File: config.mk
export PLATFORM = sky130hd
export DESIGN_NAME = audio_i2s_tx
export DESIGN_NICKNAME = d
export VERILOG_FILES = /design/src/rtl/audio_i2s_tx_pkg.sv /design/src/rtl/audio_clk_gen.sv /design/src/rtl/audio_i2s_tx.sv
export SDC_FILE = /design/constraint.sdc
export NUM_CORES = 1
export LEC_CHECK = 0
export CAP_MARGIN = 20
export CORE_MARGIN = 5
export CORE_UTILIZATION = 30
export CTS_CLUSTER_SIZE = 12
export DETAILED_ROUTE_END_ITERATION = 16
export DONT_BUFFER_PORTS = 1
export PLACE_DENSITY_LB_ADDON = 0.25
export REMOVE_ABC_BUFFERS = 1
export SYNTH_ARGS = -nofsm -noshare
export SYNTH_HDL_FRONTEND = slang
export SYNTH_SLANG_ARGS = --single-unit
File: constraint.sdc
create_clock -name clk -period 4.2 [get_ports clk]
set_clock_uncertainty 0.15 [all_clocks]
set_input_delay 0.84 -clock clk [delete_from_list [all_inputs] [get_ports clk]]
set_output_delay 0.84 -clock clk [all_outputs]
set_load 0.01 [all_outputs]
File: src/rtl/audio_i2s_tx_pkg.sv
// audio_i2s_tx_pkg: audio frame constants shared by the I2S transmitter and the tone generators
package audio_i2s_tx_pkg;
    localparam int SAMPLE_W        = 16;
    localparam int MCLK_LOG2       = 2;
    localparam int SCK_LOG2        = 3;
    localparam int FRAME_LOG2      = 9;
    localparam int SLOT_W          = FRAME_LOG2 - 1 - SCK_LOG2;
    localparam int CAPTURE_CNT     = (1 << FRAME_LOG2) - 1;
    localparam int FIRST_DATA_SLOT = 1;
    typedef logic [SAMPLE_W-1:0] sample_t;
endpackage

File: src/rtl/audio_clk_gen.sv
// audio_clk_gen: free-running frame counter producing MCLK/SCK/LRCK and slot/frame strobes
module audio_clk_gen
    import audio_i2s_tx_pkg::*;
(
    input  logic              clk,
    input  logic              rst,
    output logic              mclk_o,
    output logic              sck_o,
    output logic              lrck_o,
    output logic [SLOT_W-1:0] nxt_slot_o,
    output logic              nxt_ch_o,
    output logic              slot_end_o,
    output logic              frame_end_o
);
    logic [FRAME_LOG2-1:0] cnt_q, cnt_d;
    always_comb cnt_d = cnt_q + FRAME_LOG2'(1);
    always_ff @(posedge clk) cnt_q <= rst ? '0 : cnt_d;
    assign mclk_o      = cnt_q[MCLK_LOG2-1];
    assign sck_o       = cnt_q[SCK_LOG2-1];
    assign lrck_o      = cnt_q[FRAME_LOG2-1];
    // slot/channel the counter enters on the next edge, so data can be registered ahead of it
    assign nxt_slot_o  = cnt_d[FRAME_LOG2-2 -: SLOT_W];
    assign nxt_ch_o    = cnt_d[FRAME_LOG2-1];
    assign slot_end_o  = &cnt_q[SCK_LOG2-1:0];
    assign frame_end_o = cnt_q == FRAME_LOG2'(CAPTURE_CNT);
endmodule

File: src/rtl/audio_i2s_tx.sv
// audio_i2s_tx: captures left/right samples once per frame and serializes them as I2S
module audio_i2s_tx
    import audio_i2s_tx_pkg::*;
(
    input  logic                clk,
    input  logic                rst,
    input  logic [SAMPLE_W-1:0] audio_left,
    input  logic [SAMPLE_W-1:0] audio_right,
    input  logic                mute,
    output logic                audio_mclk,
    output logic                audio_lrck,
    output logic                audio_sck,
    output logic                audio_sdin,
    output logic                sample_req
);
    logic [SLOT_W-1:0] nxt_slot;
    logic              nxt_ch, slot_end, frame_end, in_data, sdin_q, sdin_d;
    sample_t           hold_l_q, hold_l_d, hold_r_q, hold_r_d, word, shifted;

    audio_clk_gen u_clk_gen (
        .clk         (clk),
        .rst         (rst),
        .mclk_o      (audio_mclk),
        .sck_o       (audio_sck),
        .lrck_o      (audio_lrck),
        .nxt_slot_o  (nxt_slot),
        .nxt_ch_o    (nxt_ch),
        .slot_end_o  (slot_end),
        .frame_end_o (frame_end)
    );

    always_comb begin
        hold_l_d = frame_end ? (mute ? '0 : audio_left)  : hold_l_q;
        hold_r_d = frame_end ? (mute ? '0 : audio_right) : hold_r_q;
        word     = nxt_ch ? hold_r_q : hold_l_q;
        // I2S one-slot delay: slot 1 carries the MSB
        shifted  = word << (nxt_slot - SLOT_W'(FIRST_DATA_SLOT));
        in_data  = nxt_slot >= SLOT_W'(FIRST_DATA_SLOT) && nxt_slot <= SLOT_W'(SAMPLE_W);
        sdin_d   = slot_end ? (in_data & shifted[SAMPLE_W-1]) : sdin_q;
    end

    always_ff @(posedge clk) begin
        if (rst) begin
            hold_l_q <= '0;
            hold_r_q <= '0;
            sdin_q   <= 1'b0;
        end else begin
            hold_l_q <= hold_l_d;
            hold_r_q <= hold_r_d;
            sdin_q   <= sdin_d;
        end
    end

    assign audio_sdin = sdin_q;
    assign sample_req = frame_end;
endmodule
==> impl_metrics.csv <==
group,metric,value,unit
floorplan,io_pins,40,
grt,antenna_found_initial,0,
floorplan,initial_core_util,0.303,
layout,antennaDiodeCount,0,
floorplan,die_height,92.4,um
pwr,total_power,0.000801,W
logic_synthesis,ys_ff_latch,42,
timing,worst_slack,1.17,ns
logic_synthesis,async_reset_ff_frac,0,
clocking,path_clk_slew,0.08,ns
worst_setup_path,path_common_cell,"ha_1",
clocking,htreeDepth,2,
grt,grt_pass1_vias,1490,
logic_synthesis,synth_seq_area_share,0.413,
layout,layout-drive-gt1-share,0.0946,
place,hpwl,3150,um
logic_synthesis,ys_dominant_reg_cell,"dfxtp_1",
floorplan,die_width,92.4,um
worst_setup_path,slowest_delay,0.62,ns
worst_setup_path,critPathRequiredTime,4.24,ns
logic_synthesis,synth_area_leaders,"dfxtp_1, nor2b_1, a21oi_1",
grt,grt_overflow,0,
worst_setup_path,worstPathArrival,3.06,ns
logic_synthesis,syn_avg_cell_area,9.02,um2
clocking,cts_resized,0,
layout,fillers,703,
timing,finalCriticalPeriod,3.03,ns
logic_synthesis,ys_types,33,
grt,grt_max_degree,44,
timing,worst_pin_slew,0.651,ns
worst_setup_path,critical_path.endpoint_type,"flop",
place,gp_congestion,0.793,
clocking,cts_setup_buffers,0,
layout,syn_to_final_growth,8.66,%
route,postRouteAntennaNets,0,
clocking,cts-root-buf,"clkbuf_8",
timing,fin_setup_tns,0,ns
timing,rsz0062_at_grt,"false",
worst_setup_path,critical_path_class,"flop to flop",
layout,mostFrequentLayoutCells,"nor2_1, dfxtp_1, nor2b_1",
layout,instances_no_fill,302,
worst_setup_path,slowest_stage,"mux4_1",
grt,gr-usage-all-layers,0.114,
timing,fmax,330,MHz
clocking,clk_latency,0.30,ns
clocking,cts_tree,"done",
worst_setup_path,start_kind,"flop",
pwr,powerDensity,362,mW/mm2
route,post_drt_via_cell_ratio,4.89,
layout,nNetsFinal,261,
logic_synthesis,synth_top_area_share,0.413,
floorplan,rows,30,
grt,grt_first_pass_wirelength,7600,um
timing,setup_viol,0,
place,dp_cells,294,
logic_synthesis,synth_area,0.00204,mm2
floorplan,core-area,0.00672,mm2
logic_synthesis,synth_cells,226,
min_path,hp-class,"flop to flop",
floorplan,die_area,0.00854,mm2
timing,finalCritPeriodShare,0.721,
route,route.vias.total,1477,
worst_setup_path,cp_cell_sequence,"ha_1, nand3_1, nor2_1, ha_1, mux4_1, or2b_2, a311oi_1, o31ai_1",
logic_synthesis,yosysWarnings,0,
clocking,cts_sinks,42,
timing,slew_violations,0,
clocking,cts_hold_buf,0,
timing,slew_headroom,0.566,
place,dp_slack,1.18,ns
pwr,vdd_drop_max,0.122,mV
worst_setup_path,critPathMaxFanout,11,
clocking,clockBufferDepth,2,
logic_synthesis,synth_edf_count,0,
route,first_pass_iters,4,
route,drc,0,
pwr,p_leak,0.911,nW
logic_synthesis,synth_area_leader_cell,"dfxtp_1",
route,wl_per_cell,15.2,um
place,port_buffers,0,
clocking,cts_made_buffers,5,
route,wl,4600,um
outcome,status,"completed",
timing,hold_viol,0,
route,dr.first_iter.drc_count,76,
run,cap_violations,0,
[cell families after synthesis]
group	count (synthesis)	share of synthesized area
DFF	42	0.413
buffers and inverters	17	0.0460
AOI/OAI and AO/OA	43	0.119
xor gates and xnor gates	8	0.0436
muxes	14	0.101
and+or+nand+nor	97	0.247
adders and majority gates	5	0.0307
[critical path: cells and delay by family, from the launching register on]
family                   cells  cell delay, ns
flip-flops                   1            0.46
multiplexers                 1            0.62
AND/OR/NAND/NOR              3            0.51
adder cells (fa/ha/maj)      2            0.76
AO/OA/AOI/OAI                2            0.41
[state kept, by name, indices dropped and copies added (netlist names)]
register and count:
audio_sdin 1, hold_l_q 16, hold_r_q 16, u_clk_gen.cnt_q 9
[layer usage]
layer | up-vias | track usage | routed length (um)
met2 | 26 | 0.178 | 2120
met3 | 3 | 0.0617 | 353
li1 | 751 | - | -
met4 | 0 | 0.0297 | 14
met1 | 697 | 0.136 | 2120
met5 | - | 0 | 0
[final timing paths]
check	start	endpoint	slack, ns	cells after the start
worst max register to register	u_clk_gen.cnt_q[1]$_SDFF_PP0_	audio_sdin$_SDFFE_PP0P_	1.17	8
worst max-delay path	u_clk_gen.cnt_q[1]$_SDFF_PP0_	audio_sdin$_SDFFE_PP0P_	1.17	8
worst min register to register	u_clk_gen.cnt_q[0]$_SDFF_PP0_	u_clk_gen.cnt_q[0]$_SDFF_PP0_	0.33	1
worst min-delay path	u_clk_gen.cnt_q[0]$_SDFF_PP0_	u_clk_gen.cnt_q[0]$_SDFF_PP0_	0.33	1
[power breakdown]
part	switching [W]	internal, W
combinational	0.00000445	0.00000532
sequential	0.00000429	0.000400
clock	0.000148	0.000238
[per-stage QoR]
stage                     cell area (um2)   util  hold slack (ns)
final                                2210  0.330            0.330
after floorplan                      1950      -            0.287
after detailed placement             2080  0.309            0.320
after global routing                 2210  0.330            0.366
after CTS                            2210  0.330            0.333
after global placement               2080  0.309            0.307
[area by class of cell]
| cell class | instances | area, um2 | share of cell area |
|---|---|---|---|
| sequential | 42 | 841 | 0.380 |
| clock buffer | 5 | 68.8 | 0.0311 |
| clock inverter | 3 | 68.8 | 0.0311 |
| inverter | 2 | 7.51 | 0.00339 |
| tap | 80 | 100 | 0.0452 |
| multi-input combinational | 167 | 1110 | 0.499 |
| timing repair buffer | 3 | 22.5 | 0.0102 |
[synth_stat cells, types with 2 or more instances]
cell / count
nand3_1: 4
nand2_1: 2
buf_6: 4
mux4_2: 4
and3_1: 2
a21oi_1: 34
xnor2_1: 2
nor2_1: 42
dfxtp_1: 42
xor2_1: 5
mux2i_1: 9
a311oi_1: 3
and2b_2: 2
ha_1: 5
clkbuf_1: 11
inv_1: 2
nor2b_1: 37
No activity file was read; power rests on OpenSTA's default activity.
